`config.mk`:
```
export PLATFORM = sky130hd
export DESIGN_NAME = mlp_eval_sequencer_flat
export DESIGN_NICKNAME = d
export VERILOG_FILES = /design/src/rtl/mlp_eval_sequencer_if.sv /design/src/rtl/mlp_eval_sequencer.sv /design/src/flat_wrapper.sv
export SDC_FILE = /design/constraint.sdc
export NUM_CORES = 1
export LEC_CHECK = 0
export ABC_AREA = 1
export ABC_CLOCK_PERIOD_IN_PS = 3050
export CAP_MARGIN = 15
export CORE_MARGIN = 3
export CORE_UTILIZATION = 30
export CTS_CLUSTER_DIAMETER = 120
export CTS_CLUSTER_SIZE = 8
export DETAILED_ROUTE_END_ITERATION = 16
export PLACE_DENSITY_LB_ADDON = 0.3
export SETUP_SLACK_MARGIN = 0.1
export SYNTH_ARGS = -nofsm -noshare
export SYNTH_HDL_FRONTEND = slang
export SYNTH_SLANG_ARGS = --single-unit
```
`constraint.sdc`:
```
create_clock -name clk -period 3.05 [get_ports clk]
set_clock_uncertainty 0.15 [all_clocks]
set_input_delay 0.61 -clock clk [delete_from_list [all_inputs] [get_ports clk]]
set_output_delay 0.61 -clock clk [all_outputs]
set_load 0.02 [all_outputs]
```
`src/rtl/mlp_eval_sequencer_if.sv`:
```
// Interface between the evaluation sequencer, its controller (start/abort/results)
// and the MLP core (case launch / completion with labels).
interface mlp_eval_sequencer_if #(
    parameter int CASE_W  = 10,
    parameter int LABEL_W = 4,
    parameter int PASS_W  = 8
);
    // Handshake: start is a request sampled only when the sequencer is not busy.
    // case_start is a one-cycle command to the core. case_done is a one-cycle
    // completion that is consumed only while the sequencer is waiting, with the
    // labels valid in that same cycle. No back-pressure on either side.
    logic               start;
    logic               mode;
    logic               abort;
    logic               case_start;
    logic [CASE_W-1:0]  case_idx;
    logic               case_done;
    logic [LABEL_W-1:0] pred_label;
    logic [LABEL_W-1:0] true_label;
    logic               busy;
    logic               done;
    logic [CASE_W-1:0]  accuracy;
    logic [PASS_W-1:0]  pass_count;
    logic               error;
    logic [CASE_W-1:0]  timeout_case;
    logic [2:0]         dbg_state;

    modport slave (
        input  start, mode, abort, case_done, pred_label, true_label,
        output case_start, case_idx, busy, done, accuracy, pass_count,
               error, timeout_case, dbg_state
    );

    modport master (
        output start, mode, abort, case_done, pred_label, true_label,
        input  case_start, case_idx, busy, done, accuracy, pass_count,
               error, timeout_case, dbg_state
    );
endinterface

```
`src/rtl/mlp_eval_sequencer.sv`:
```
// Evaluation sequencer: launches one MLP inference per test case, scores labels,
// accumulates per-pass accuracy, supports continuous passes, abort and a per-case watchdog.
module mlp_eval_sequencer #(
    parameter int N_CASES = 750,
    parameter int CASE_W  = 10,
    parameter int LABEL_W = 4,
    parameter int TIMEOUT = 4095,
    parameter int TMO_W   = 12,
    parameter int PASS_W  = 8
) (
    input  logic                 clk,
    input  logic                 rst,
    mlp_eval_sequencer_if.slave  bus
);
    typedef enum logic [2:0] {
        S_IDLE   = 3'd0,
        S_LAUNCH = 3'd1,
        S_WAIT   = 3'd2,
        S_FINISH = 3'd3,
        S_ERROR  = 3'd4
    } state_t;

    state_t              r_state;
    state_t              w_state_next;
    logic                r_mode;
    logic [CASE_W-1:0]   r_case_idx;
    logic [CASE_W-1:0]   r_correct;
    logic [CASE_W-1:0]   r_accuracy;
    logic [PASS_W-1:0]   r_pass_count;
    logic [CASE_W-1:0]   r_timeout_case;
    logic [TMO_W-1:0]    r_wdog;
    logic                r_done_pulse;

    logic                w_start_go;
    logic                w_case_hit;
    logic                w_pass_end;
    logic                w_timeout;
    logic                w_last_case;
    logic [CASE_W-1:0]   w_match;
    logic [TMO_W-1:0]    w_wdog_inc;

    assign w_last_case = (r_case_idx == CASE_W'(N_CASES - 1));
    assign w_match     = {{(CASE_W-1){1'b0}}, (bus.pred_label == bus.true_label)};
    assign w_wdog_inc  = r_wdog + 1'b1;

    always_ff @(posedge clk or posedge rst) begin
        if (rst) begin
            r_state <= S_IDLE;
        end else begin
            r_state <= w_state_next;
        end
    end

    // abort outranks every other event; a case_done arriving on the final
    // watchdog cycle is still scored rather than timed out.
    always_comb begin
        w_state_next = r_state;
        w_start_go   = 1'b0;
        w_case_hit   = 1'b0;
        w_pass_end   = 1'b0;
        w_timeout    = 1'b0;
        if (bus.abort && (r_state != S_IDLE)) begin
            w_state_next = S_IDLE;
        end else begin
            case (r_state)
                S_IDLE, S_FINISH, S_ERROR: begin
                    if (bus.start) begin
                        w_start_go   = 1'b1;
                        w_state_next = S_LAUNCH;
                    end
                end
                S_LAUNCH: w_state_next = S_WAIT;
                S_WAIT: begin
                    if (bus.case_done) begin
                        w_case_hit   = 1'b1;
                        w_state_next = S_LAUNCH;
                        if (w_last_case) begin
                            w_pass_end = 1'b1;
                            if (!r_mode) w_state_next = S_FINISH;
                        end
                    end else if (w_wdog_inc == TMO_W'(TIMEOUT)) begin
                        w_timeout    = 1'b1;
                        w_state_next = S_ERROR;
                    end
                end
                default: w_state_next = S_IDLE;
            endcase
        end
    end

    always_ff @(posedge clk or posedge rst) begin
        if (rst) begin
            r_mode         <= 1'b0;
            r_case_idx     <= '0;
            r_correct      <= '0;
            r_accuracy     <= '0;
            r_pass_count   <= '0;
            r_timeout_case <= '0;
            r_wdog         <= '0;
            r_done_pulse   <= 1'b0;
        end else begin
            r_done_pulse <= 1'b0;
            if (w_start_go) begin
                r_mode       <= bus.mode;
                r_case_idx   <= '0;
                r_correct    <= '0;
                r_pass_count <= '0;
            end
            if (r_state == S_LAUNCH) begin
                r_wdog <= '0;
            end else if (r_state == S_WAIT) begin
                r_wdog <= w_wdog_inc;
            end
            if (w_case_hit) begin
                if (w_pass_end) begin
                    r_accuracy   <= r_correct + w_match;
                    r_pass_count <= r_pass_count + 1'b1;
                    r_correct    <= '0;
                    r_done_pulse <= r_mode;
                    if (r_mode) r_case_idx <= '0;
                end else begin
                    r_correct  <= r_correct + w_match;
                    r_case_idx <= r_case_idx + 1'b1;
                end
            end
            if (w_timeout) r_timeout_case <= r_case_idx;
        end
    end

    assign bus.case_start   = (r_state == S_LAUNCH);
    assign bus.busy         = (r_state == S_LAUNCH) || (r_state == S_WAIT);
    assign bus.done         = (r_state == S_FINISH) || r_done_pulse;
    assign bus.error        = (r_state == S_ERROR);
    assign bus.case_idx     = r_case_idx;
    assign bus.accuracy     = r_accuracy;
    assign bus.pass_count   = r_pass_count;
    assign bus.timeout_case = r_timeout_case;
    assign bus.dbg_state    = r_state;
endmodule

```
`src/flat_wrapper.sv`:
```
// flat-port wrapper written by rule: the top's interface ports become plain ports
module mlp_eval_sequencer_flat 
#(
    parameter int N_CASES = 750,
    parameter int CASE_W  = 10,
    parameter int LABEL_W = 4,
    parameter int TIMEOUT = 4095,
    parameter int TMO_W   = 12,
    parameter int PASS_W  = 8
)
  (clk, rst, bus_start, bus_mode, bus_abort, bus_case_done, bus_pred_label, bus_true_label, bus_case_start, bus_case_idx, bus_busy, bus_done, bus_accuracy, bus_pass_count, bus_error, bus_timeout_case, bus_dbg_state);
  mlp_eval_sequencer_if #(.CASE_W(CASE_W), .LABEL_W(LABEL_W), .PASS_W(PASS_W)) bus_i ();
  input  logic clk;
  input  logic rst;
  input wire logic [$bits(bus_i.start)-1:0] bus_start;
  input wire logic [$bits(bus_i.mode)-1:0] bus_mode;
  input wire logic [$bits(bus_i.abort)-1:0] bus_abort;
  input wire logic [$bits(bus_i.case_done)-1:0] bus_case_done;
  input wire logic [$bits(bus_i.pred_label)-1:0] bus_pred_label;
  input wire logic [$bits(bus_i.true_label)-1:0] bus_true_label;
  output wire logic [$bits(bus_i.case_start)-1:0] bus_case_start;
  output wire logic [$bits(bus_i.case_idx)-1:0] bus_case_idx;
  output wire logic [$bits(bus_i.busy)-1:0] bus_busy;
  output wire logic [$bits(bus_i.done)-1:0] bus_done;
  output wire logic [$bits(bus_i.accuracy)-1:0] bus_accuracy;
  output wire logic [$bits(bus_i.pass_count)-1:0] bus_pass_count;
  output wire logic [$bits(bus_i.error)-1:0] bus_error;
  output wire logic [$bits(bus_i.timeout_case)-1:0] bus_timeout_case;
  output wire logic [$bits(bus_i.dbg_state)-1:0] bus_dbg_state;
  assign bus_i.start = bus_start;
  assign bus_i.mode = bus_mode;
  assign bus_i.abort = bus_abort;
  assign bus_i.case_done = bus_case_done;
  assign bus_i.pred_label = bus_pred_label;
  assign bus_i.true_label = bus_true_label;
  assign bus_case_start = bus_i.case_start;
  assign bus_case_idx = bus_i.case_idx;
  assign bus_busy = bus_i.busy;
  assign bus_done = bus_i.done;
  assign bus_accuracy = bus_i.accuracy;
  assign bus_pass_count = bus_i.pass_count;
  assign bus_error = bus_i.error;
  assign bus_timeout_case = bus_i.timeout_case;
  assign bus_dbg_state = bus_i.dbg_state;
  mlp_eval_sequencer #(.N_CASES(N_CASES), .CASE_W(CASE_W), .LABEL_W(LABEL_W), .TIMEOUT(TIMEOUT), .TMO_W(TMO_W), .PASS_W(PASS_W)) u_core (.clk(clk), .rst(rst), .bus(bus_i));
endmodule
```
==> results of run 1 <==
[cell families (layout without fill, tap and decap cells)]
family	Yosys count	in the layout	synth area share, %
muxes	2	2	0.568
adders and majority gates	8	8	2.84
and+or+nand+nor	194	194	27.0
buffers and inverters	68	142	7.77
AOI/OAI and AO/OA	67	67	11.5
xor gates and xnor gates	15	15	4.15
DFF	65	65	46.1
[where the power goes]
group / switching (W) / internal (W) / total [W]
clock network: 0.000382 / 0.000757 / 0.00114
registers: 0.0000707 / 0.000910 / 0.000980
logic: 0.000377 / 0.000202 / 0.000579
total: 0.000829 / 0.00187 / 0.00270
[per-layer routing]
| metal | routed length, µm | share of wire (%) | track usage, % |
|---|---|---|---|
| met3 | 279 | 3.3 | 2.85 |
| met1 | 4200 | 50 | 18.6 |
| met5 | 0 | 0 | 0 |
| met2 | 3800 | 45 | 21.3 |
| met4 | 120 | 1.4 | 5.07 |
[through the flow]
stage	setup WS [ps]	util (%)	hold slack [ps]	instances	cell area, µm²
finish	302	41.5	335	633	4640
global route	181	41.5	365	633	4640
CTS	106	41.5	337	633	4630
detailed placement	24.5	38.5	322	617	4300
global placement	152	38.5	324	617	4300
floorplan	631	-	315	419	3530
[final timing paths]
| kind | endpoint | slack [ps] | cells after the start |
|---|---|---|---|
| worst max-delay path | bus_busy | 300 | 5 |
| worst min-delay path | u_core.bus.timeout_case[6] | 330 | 2 |
| worst max register to register | u_core.r_correct[9] | 810 | 8 |
| worst min register to register | u_core.bus.timeout_case[6] | 330 | 2 |
| max in group asynchronous | u_core.bus.timeout_case[6] | 1580 | 3 |
| min in group asynchronous | u_core.r_correct[3] | 540 | 2 |
[registers in the layout, indices dropped and copies added, names as in the netlist]
register / count
u_core.bus.accuracy: 10
u_core.bus.case_idx: 10
u_core.bus.dbg_state: 3
u_core.bus.pass_count: 8
u_core.bus.timeout_case: 10
u_core.r_correct: 10
u_core.r_done_pulse: 1
u_core.r_mode: 1
u_core.r_wdog: 12
[layout make-up]
type	count	share of cell area (%)
well taps	140	3.78
inverters	61	4.94
clock inverters	5	1.67
repair buffers	65	13.9
flip-flops and latches	65	35.1
multi-input cells	286	35.2
clock buffers	11	5.45
[layout by cell type (no fill, tap or decap), types with 12 or more instances in the layout]
master / netlist / final
inv_1: 55 / 54
dfrtp_1: 65 / 65
nor2_1: 18 / 18
o21ai_0: 32 / 32
xor2_1: 12 / 12
nand3_1: 22 / 22
nand2_2: 16 / 16
nand2_1: 104 / 104
clkdlybuf4s50_1: 0 / 58
[critical path, cell delays in order (launching register included)]
cell,delay [ps]
dfrtp_1,450
inv_1,110
nor3_2,200
inv_1,170
nand2_1,130
clkdlybuf4s50_1,610
==> impl_summary.md, run 1 <==
Outcome
The run finished with clean final reports.

Floorplanning
59 I/O pins were placed. The core region area is 11200 µm². From left edge to right edge, the die measures between 100 and 150 µm.

The initialized floorplan defines 38 standard-cell rows. Once the floorplan was initialized, standard cells occupied 31.6% of the core. The height of the die is 114 µm.

The die covers 13100 µm².

Synthesis
The largest area contributor in the synthesized netlist is dfrtp_1. Yosys mapped a number of flops with a built-in enable equal to 0. The most used flip-flop cell after synthesis is dfrtp_1.

Sequential cells were found to cover 46.1% of the synthesized design area. The proportion of synthesized flip-flops having asynchronous set or reset is 100%. The commonest cells after synthesis are 104 x nand2_1, 65 x dfrtp_1, 55 x inv_1, 32 x o21ai_0, 22 x nand3_1.

The post-synth net total is 441. Ranked by total cell area, the synthesized netlist is headed by dfrtp_1 46%, nand2_1 11%, inv_1 5.9%. The synthesis-stage register bit count is 65. The average cell area after synthesis is around 8.4 µm². During synthesis, Yosys emitted a total of 0 warnings.

After synthesis, the largest area contributor takes up 46.1% of total cell area. The netlist uses 38 different library cells. After technology mapping, the gate count stands at 419. The library cell with the highest instance count after synthesis is nand2_1.

The post-synth design cell area is around 3500 µm².

Clock tree
For this design, the sink count on the clock tree is 65. The clock tree from TritonCTS is yes. In this run the post-CTS setup repair buffer count came out at 0.

Clock-pin slew was measured on the worst setup and hold paths at 50 ps. The number of buffers created by CTS is 9. The number of hold-repair buffers added at the cts stage is 0. The clock latency of the later-clocked register in the worst-skew pair is 330 ps. The clock passes through at most 2 buffers. The number of H-tree branching levels is 3.

The number of gates resized after cts is 0. In this run the clock root is driven by a clkbuf_16.

Cells and area
The sequential standard cell area is 1630 µm². The growth of design area from synthesis to finish is 31.5%. The number of fillers in the final layout is 1101. The fraction of final layout cells with drive strength greater than 1 is 15.0%. The number of nets in the layout is 510. The number of antenna repair diodes is 0. The multi-input combinational cells in the finished layout cover a total of 1630 µm².

Timing
The final worst-path cycle share is between 90% and 100%. The relative slew slack is 57.3%. Setup repair after global routing left no endpoint under its margin.

Setup violations remaining at the end of the flow were counted as 0. The final max-slew violation count is 0. The routed design could run at a clock period as short as 2750 ps. The fmax is between 0.3 and 0.4 GHz. The hold violation total from the final report was 0. The total negative setup slack is 0 ps. For the pin with the worst max-slew slack, the measured transition is 640 ps.

Setup path
For the worst setup path, the data arrival time is 1990 ps. The kind of start point of the critical path is a flop. The required time of the critical path is 2290 ps. The element type at the critical path end is an output pin.

The worst register-to-register path begins at u_core.bus.dbg_state[0]. The critical path starts at u_core.bus.dbg_state[0]. Of all nets on the critical path, the largest fanout is 6. The critical path is of the flop to output pin type.

Route
The detailed router placed 2925 vias in this run. After detailed routing, the average wire length per cell comes to 13.3 µm. The mean number of vias per cell is 4.62.

After detailed routing, the number of remaining DRC violations is 0. The antenna violation net count after detailed routing is 0. The final layout contains routed wiring with a total length of 8400 µm. After the first detailed-routing iteration, the DRC count stood at 112.

For this run, the detailed router's first-pass iteration total came to 4.

Worst hold path
The worst hold path belongs to the class flop to flop. The worst hold path begins at u_core.bus.timeout_case[6].

Job
The tool flagged a number of max-cap violations equal to 0.

GRT
Entering global routing, the biggest net connects 31 pins. The initial antenna violation count is 0. The global-route total usage across every layer is 13.6%.

The via count of the first global-routing pass is around 3000. The first global-routing pass estimated roughly 14000 µm of wire. Summed over all layers, the global routing overflow is 0.

Pwr
The power consumption is 0.00270 W. The power density normalized to cell area is 582 nW/µm². The static leakage power is 2.03 nW. The highest ir drop seen on vdd is between 200 and 300 µV.

Placed design
The final estimated routing congestion in global placement is approximately 0.87. Detailed placement ended at an HPWL of between 6000 and 7000 µm. The number of port buffers is 58.
Note: power is estimated with default switching activity, not from simulation.
==> inputs of run 2 (changes only) <==
--- a/config.mk
+++ b/config.mk
@@ -8,11 +8,11 @@
 export ABC_AREA = 1
 export ABC_CLOCK_PERIOD_IN_PS = 3050
 export CAP_MARGIN = 15
-export CORE_MARGIN = 3
 export CORE_UTILIZATION = 30
 export CTS_CLUSTER_DIAMETER = 120
 export CTS_CLUSTER_SIZE = 8
 export DETAILED_ROUTE_END_ITERATION = 16
+export HOLD_SLACK_MARGIN = 0.03
 export PLACE_DENSITY_LB_ADDON = 0.3
 export SETUP_SLACK_MARGIN = 0.1
 export SYNTH_ARGS = -nofsm -noshare
==> impl_summary.md, run 2 (same netlist as run 1, synthesis figures left out) <==
Outcome
The run finished with clean final reports.

Pwr
The power density normalized to cell area is 569 nW/µm². The highest ir drop seen on vdd is 284 µV. The static leakage power is 2.00 nW.

Clock tree
The number of buffers created by CTS is 9. The clock transition time at the flip-flop clock pins of the worst setup and hold paths is approximately 60 ps. The maximum buffer depth of the clock tree is 2. The tree built by TritonCTS fans out to 65 sinks.

The clock tree from TritonCTS is yes. The number of H-tree branching levels is 3. The clock latency of the later-clocked register in the worst-skew pair is 330 ps.

The cell sitting at the root of the clock tree is a clkbuf_16. Once the clock tree was built, the resizer swapped 0 gates to a different size. The number of hold-repair buffers added at the cts stage is 0.

In this run the post-CTS setup repair buffer count came out at 0.

Route
The pre-antenna-repair detailed-routing pass consisted of 4 iterations. After detailed routing, the average wire length per cell comes to 12.8 µm. The count of routing violations after the opening detailed-route iteration is 109.

The antenna violation net count after detailed routing is 0. For this block, the via count after detailed routing is 2936. Dividing the detail-routed via count by the number of cells gives 4.62. The final routed wirelength across all metal layers is 8120 µm.

In the routed design, unresolved DRC markers number 0.

Placed design
Port buffering added 58 buffers. Routability-driven placement finished with a final weighted congestion of 0.849. OpenSTA, run right after detailed placement, puts the worst setup slack at 130 ps. Once placement finished, the instance area stood at roughly 4300 µm².

The sum of net half-perimeters after detailed placement is 5970 µm.

Timing
Setup repair after global routing left no endpoint under its margin. The worst path uses 91.4% of the clock period. The total negative setup slack is 0 ps. For the pin with the worst max-slew slack, the measured transition is a little under 400 ps. The final max-slew violation count is 0. The fmax is 0.359 GHz.

Hold timing on the final database bottoms out at a slack of about 330 ps. The hold violation total from the final report is 0. The worst path setup slack after routing is 263 ps.

Measured against its own limit, the worst slew margin works out to between 70% and 80%. Counting I/O delays and the setup requirement, the final critical path takes approximately 2800 ps. Setup violations remaining at the end of the flow were counted as 0.

Setup path
Together, buffers and inverters on the worst path number 2. The start-to-end type of the worst setup path is flop to output pin. The arrival time reported for the critical path endpoint is 2030 ps. The critical path goes through nor3_1, inv_1, nand2_1, clkdlybuf4s50_1. The kind of start point of the critical path is a flop.

In this run the worst path has a maximum fanout of 6. The slowest stage of the critical path belongs to the cell clkdlybuf4s50_1. The family with the most delay on the worst path is buffers and inverters. The largest single stage delay on the critical path is 610 ps. The element type at the critical path end is an output pin. The required time of the critical path is 2290 ps.

Cells and area
Ranked by flip-flop count, first place goes to u_core.r_wdog. Leaving out fill and tap cells, the most frequent cells in the layout are 104 x nand2_1, 65 x dfrtp_1, 58 x clkdlybuf4s50_1, 54 x inv_1, 32 x o21ai_0. The number of antenna repair diodes is 0.

Leaving out fill and tap cells, the most frequent cell in the layout is nand2_1. In the final layout, the share of cells above drive strength 1 is 14.8%. Once layout is done, the placed cells without fillers occupy 4610 µm².

The growth of design area from synthesis to finish is 30.7%. In the final design database the tool counted 510 nets. The register with the most flip-flops in the layout has 12 of them.

Floorplanning
Once the floorplan was initialized, standard cells occupied 30.9% of the core. The core region is ~11000 µm². 59 I/O pins were placed. The floorplan step set the die height to ~110 µm. The die extent in x is 110 µm. The number of core rows is 39. The die covers 12200 µm².

GRT
The initial antenna violation count is 0. The via count of the first global-routing pass came to 2943. The global-route wire length before repair is 14000 µm. Global routing used 14.2% of the available tracks across all layers. Entering global routing, the biggest net connects 66 pins. Summed over all layers, the global routing overflow is 0.

Worst hold path
The worst hold-check path type is flop to flop.

Job
The tool flagged a number of max-cap violations equal to 0.
[run 2: changes by cell type in the layout (fill, tap and decap cells not counted), sizes merged]
cell,before,now
inv,60,62
clkbuf,11,9
bufinv,2,1
clkinvlp,1,2
[run 2: through the flow]
step | power, W | cells | utilization, %
final | 0.00262 | 636 | 40.3
after global routing | 0.00276 | 636 | 40.3
after CTS | 0.00265 | 636 | 40.3
after detailed placement | 0.00160 | 620 | 37.7
after global placement | 0.00159 | 620 | 37.7
after floorplan | 0.00132 | 419 | -
[run 2: final cells by class]
cell class | count | area, µm²
inverters | 61 | 229
flip-flops and latches | 65 | 1630
clock inverters | 7 | 76.3
well taps | 143 | 179
repair buffers | 65 | 646
clock buffers | 9 | 225
multi-input cells | 286 | 1630
fillers | 1168 | 6810
[run 2: layer usage]
| metal | vias up | wire [µm] | part of all wire, % | GRT usage (%) |
|---|---|---|---|---|
| met1 | 1373 | 3860 | 48 | 18.3 |
| met2 | 57 | 3720 | 46 | 22.9 |
| met3 | 15 | 345 | 4.2 | 3.62 |
| met5 | - | 0 | 0 | 0 |
| met4 | 0 | 192 | 2.4 | 5.33 |
| li1 | 1491 | - | - | - |
[run 2: worst reg2reg max path, delay by kind of cell, from the launching register on]
family | cells | cell delay, ps
AO/OA/AOI/OAI | 1 | 130
adder cells (fa/ha/maj) | 1 | 180
buffers and inverters | 1 | 140
AND/OR/NAND/NOR | 8 | 1070
flip-flops | 1 | 420
[run 2: power breakdown]
group / switching, W / internal (W) / total (W)
Clock: 0.000413 / 0.000638 / 0.00105
Sequential: 0.0000607 / 0.000909 / 0.000970
Combinational: 0.000385 / 0.000216 / 0.000601
[run 2: path summary, 6_finish.rpt]
check	start	end	slack (ps)	cells past startpoint
worst max-delay path	u_core.bus.dbg_state[2]	bus_busy	260	4
worst min-delay path	u_core.bus.timeout_case[9]	u_core.bus.timeout_case[9]	330	2
worst max register to register	u_core.bus.case_idx[1]	u_core.bus.case_idx[8]	860	11
worst min register to register	u_core.bus.timeout_case[9]	u_core.bus.timeout_case[9]	330	2
max in group asynchronous	rst	u_core.bus.pass_count[3]	1930	3
min in group asynchronous	rst	u_core.r_wdog[1]	510	3
==> inputs of run 3 (changes only) <==
--- a/config.mk
+++ b/config.mk
@@ -14,6 +14,7 @@
 export DETAILED_ROUTE_END_ITERATION = 16
 export HOLD_SLACK_MARGIN = 0.03
 export PLACE_DENSITY_LB_ADDON = 0.3
+export REMOVE_ABC_BUFFERS = 1
 export SETUP_SLACK_MARGIN = 0.1
 export SYNTH_ARGS = -nofsm -noshare
 export SYNTH_HDL_FRONTEND = slang
==> constraint.sdc (replaced) <==
create_clock -name clk -period 3.05 [get_ports clk]
set_clock_uncertainty 0.15 [all_clocks]
set_input_delay 0.61 -clock clk [delete_from_list [all_inputs] [get_ports clk]]
set_output_delay 0.61 -clock clk [all_outputs]
set_load 0.01 [all_outputs]
==> impl_summary.md, run 3 (same netlist as run 1, synthesis figures left out) <==
Cells and area
The most common cell after layout, fill and taps aside is nand2_1. Cells with a size suffix above 1 make up 14.3% of the layout. The growth of design area from synthesis to finish is 30.9%. For this run, the post-layout net count is 509.

After routing the design area is 4610 µm². For this run, the number of standard cells in the final layout without fillers is approximately 630. The number of flip-flops under the largest register name is 12. The top cell types in the final layout, fill and taps aside, are 104 x nand2_1, 65 x dfrtp_1, 58 x clkdlybuf4s50_1, 54 x inv_1, 32 x o21ai_0.

Ranked by flip-flop count, first place goes to u_core.r_wdog. The number of antenna diodes in the final layout is 0.

Timing
The total negative setup slack is 0 ps. The routed design could run at a clock period as short as 2730 ps. The worst path setup slack after routing is 319 ps. The final max-slew violation count was 0. Setup repair after global routing left no endpoint under its margin.

Based on the critical path, the design can be clocked at up to between 0.3 and 0.4 GHz. The hold violation total from the final report came to 0. Setup violations remaining at the end of the flow were counted as 0. The worst pin sits at a relative slew slack of between 60 and 70%.

For the pin with the worst max-slew slack, the measured transition is 571 ps. The final worst-path cycle share is 89.5%.

Route
The final layout contains routed wiring with a total length of 8310 µm. The antenna violation net count after detailed routing is 0. In this run, the number of DRC markers left after iteration 0 of detailed routing was 144. The length of the first detailed-routing pass in iterations is 4. Using the TritonRoute via totals, the vias-per-cell ratio works out to ~4.7.

The total vias in the final route is 2971. In the final routed layout, each cell accounts on average for 13.1 µm. The number of remaining DRC errors is 0.

GRT
The global-route track usage on met2 is 22.6%. The met3 track utilization from global routing is between 2 and 3%. The pin count of the biggest net entering global routing is 26. The via count of the first global-routing pass is between 2000 and 3000. For this run the aggregate overflow at the end of global routing stands at 0.

The first global-routing pass estimated 14300 µm of wire. The initial antenna violation count is 0. In the global route stage, overall resource usage came out at 14.5%. The layer with the highest usage is met2.

For this run, global-route usage on met1 was measured as 19.6%.

Placed design
At the placement stage, the worst setup path has a slack of 108 ps. The number of port buffers is 58. The congestion estimate from routability-driven global placement came to 0.851. The number of placed instances, taps included, is 619. The post-place instance area is 4300 µm². The sum of net half-perimeters after detailed placement is 6180 µm.

Worst hold path
In this run the worst hold path is classified as flop to flop. The worst hold path passes through 2 cells. The start point of the worst hold path is u_core.bus.timeout_case[4]. For hold timing, the worst endpoint is u_core.bus.timeout_case[4].

Clock tree
At the later pin of the worst-skew pair, clock insertion delay measures 330 ps. The cell sitting at the root of the clock tree is a clkbuf_16. The count of clock tree sinks is 65. TritonCTS built the clock tree. The H-tree generated during clock tree synthesis spans 3 levels. The clock transition time at the flip-flop clock pins of the worst setup and hold paths is 50 ps.

The number of setup buffers added after CTS is 0. The number of buffers created by CTS is 9. The maximum buffer depth of the clock tree is 2.

Floorplanning
The core region is approximately 11000 µm². The height of the die is roughly 110 µm. The total I/O pin count is 59. The number of core rows is 39.

In this run the horizontal extent of the chip is 110 µm. Once the floorplan was initialized, standard cells occupied 30.9% of the core. The area of the die is approximately 12000 µm².

Setup path
The arrival time reported for the critical path endpoint is around 2000 ps. The worst-path maximum fanout is 6. STA classifies the critical path endpoint as an output pin. The setup slack of the most critical reg-to-reg path is 800 ps. The kind of start point of the critical path is a flop. In this run the critical register-to-register path is captured at u_core.r_correct[9]. The worst reg-to-reg path cell count is 8. The critical path is of the flop to output pin type. The worst flop-to-flop path startpoint is u_core.bus.dbg_state[0]. For the worst setup path, the data required time is 2290 ps.

Pwr
The highest ir drop seen on vdd is ~270 µV. Dividing total power by cell area gives a power density of 568 nW/µm². In this run the static leakage power is 2.01 nW.

Job
The max-cap violation count is 0.

Outcome
The flow ran to the end, and the final reports show no timing, DRC or antenna violations.
-- run 3: metrics by stage --
stage / hold WS, ps / util (%) / total power (W)
6_report: 334 / 40.4 / 0.00262
5_1_grt: 355 / 40.4 / 0.00275
4_1_cts: 337 / 40.4 / 0.00264
3_5_place_dp: 322 / 37.6 / 0.00154
3_3_place_gp: 319 / 37.6 / 0.00153
2_1_floorplan: 315 / - / 0.00128
-- run 3: metal layers --
layer / vias up / wire length (µm)
met4: 0 / 199
met1: 1406 / 4030
met5: - / 0
li1: 1492 / -
met2: 57 / 3800
met3: 16 / 277
-- run 3: worst max path at each step --
stage | from | end | depth (start not counted)
detailed placement | bus_true_label[2] | u_core.r_correct[9] | 11
global placement | bus_true_label[2] | u_core.bus.accuracy[8] | 11
finish | u_core.bus.dbg_state[0] | bus_busy | 5
CTS | u_core.bus.dbg_state[0] | bus_busy | 5
floorplan | rst | u_core.bus.accuracy[0] | 1
global route | u_core.bus.dbg_state[0] | bus_busy | 5
-- run 3: critical path, stage by stage (launching register included) --
cell             delay (ps)
dfrtp_1                 480
inv_1                   120
nor3_2                  190
inv_1                   160
nand2_1                 130
clkdlybuf4s50_1         550
-- run 3: timing repair --
item                                   4_1_cts  5_1_grt
resized for setup                            0        1
setup endpoints to repair                    0        1
hold buffers                                 0        0
endpoints found under the hold margin        0        0
-- run 3: report_power, final --
group	leakage (nW)	switching, W	internal (W)	total (W)
clock	0.153	0.000364	0.000732	0.00110
combinational	0.958	0.000340	0.000202	0.000543
sequential	0.902	0.0000719	0.000910	0.000982
total	2.01	0.000776	0.00184	0.00262
-- run 3: final cells by class --
type | count | area [µm²]
tap | 143 | 179
timing repair buffer | 64 | 638
fill | 1173 | 6800
clock buffer | 12 | 246
sequential | 65 | 1630
clock inverter | 3 | 65.1
multi-input combinational | 286 | 1630
inverter | 61 | 229
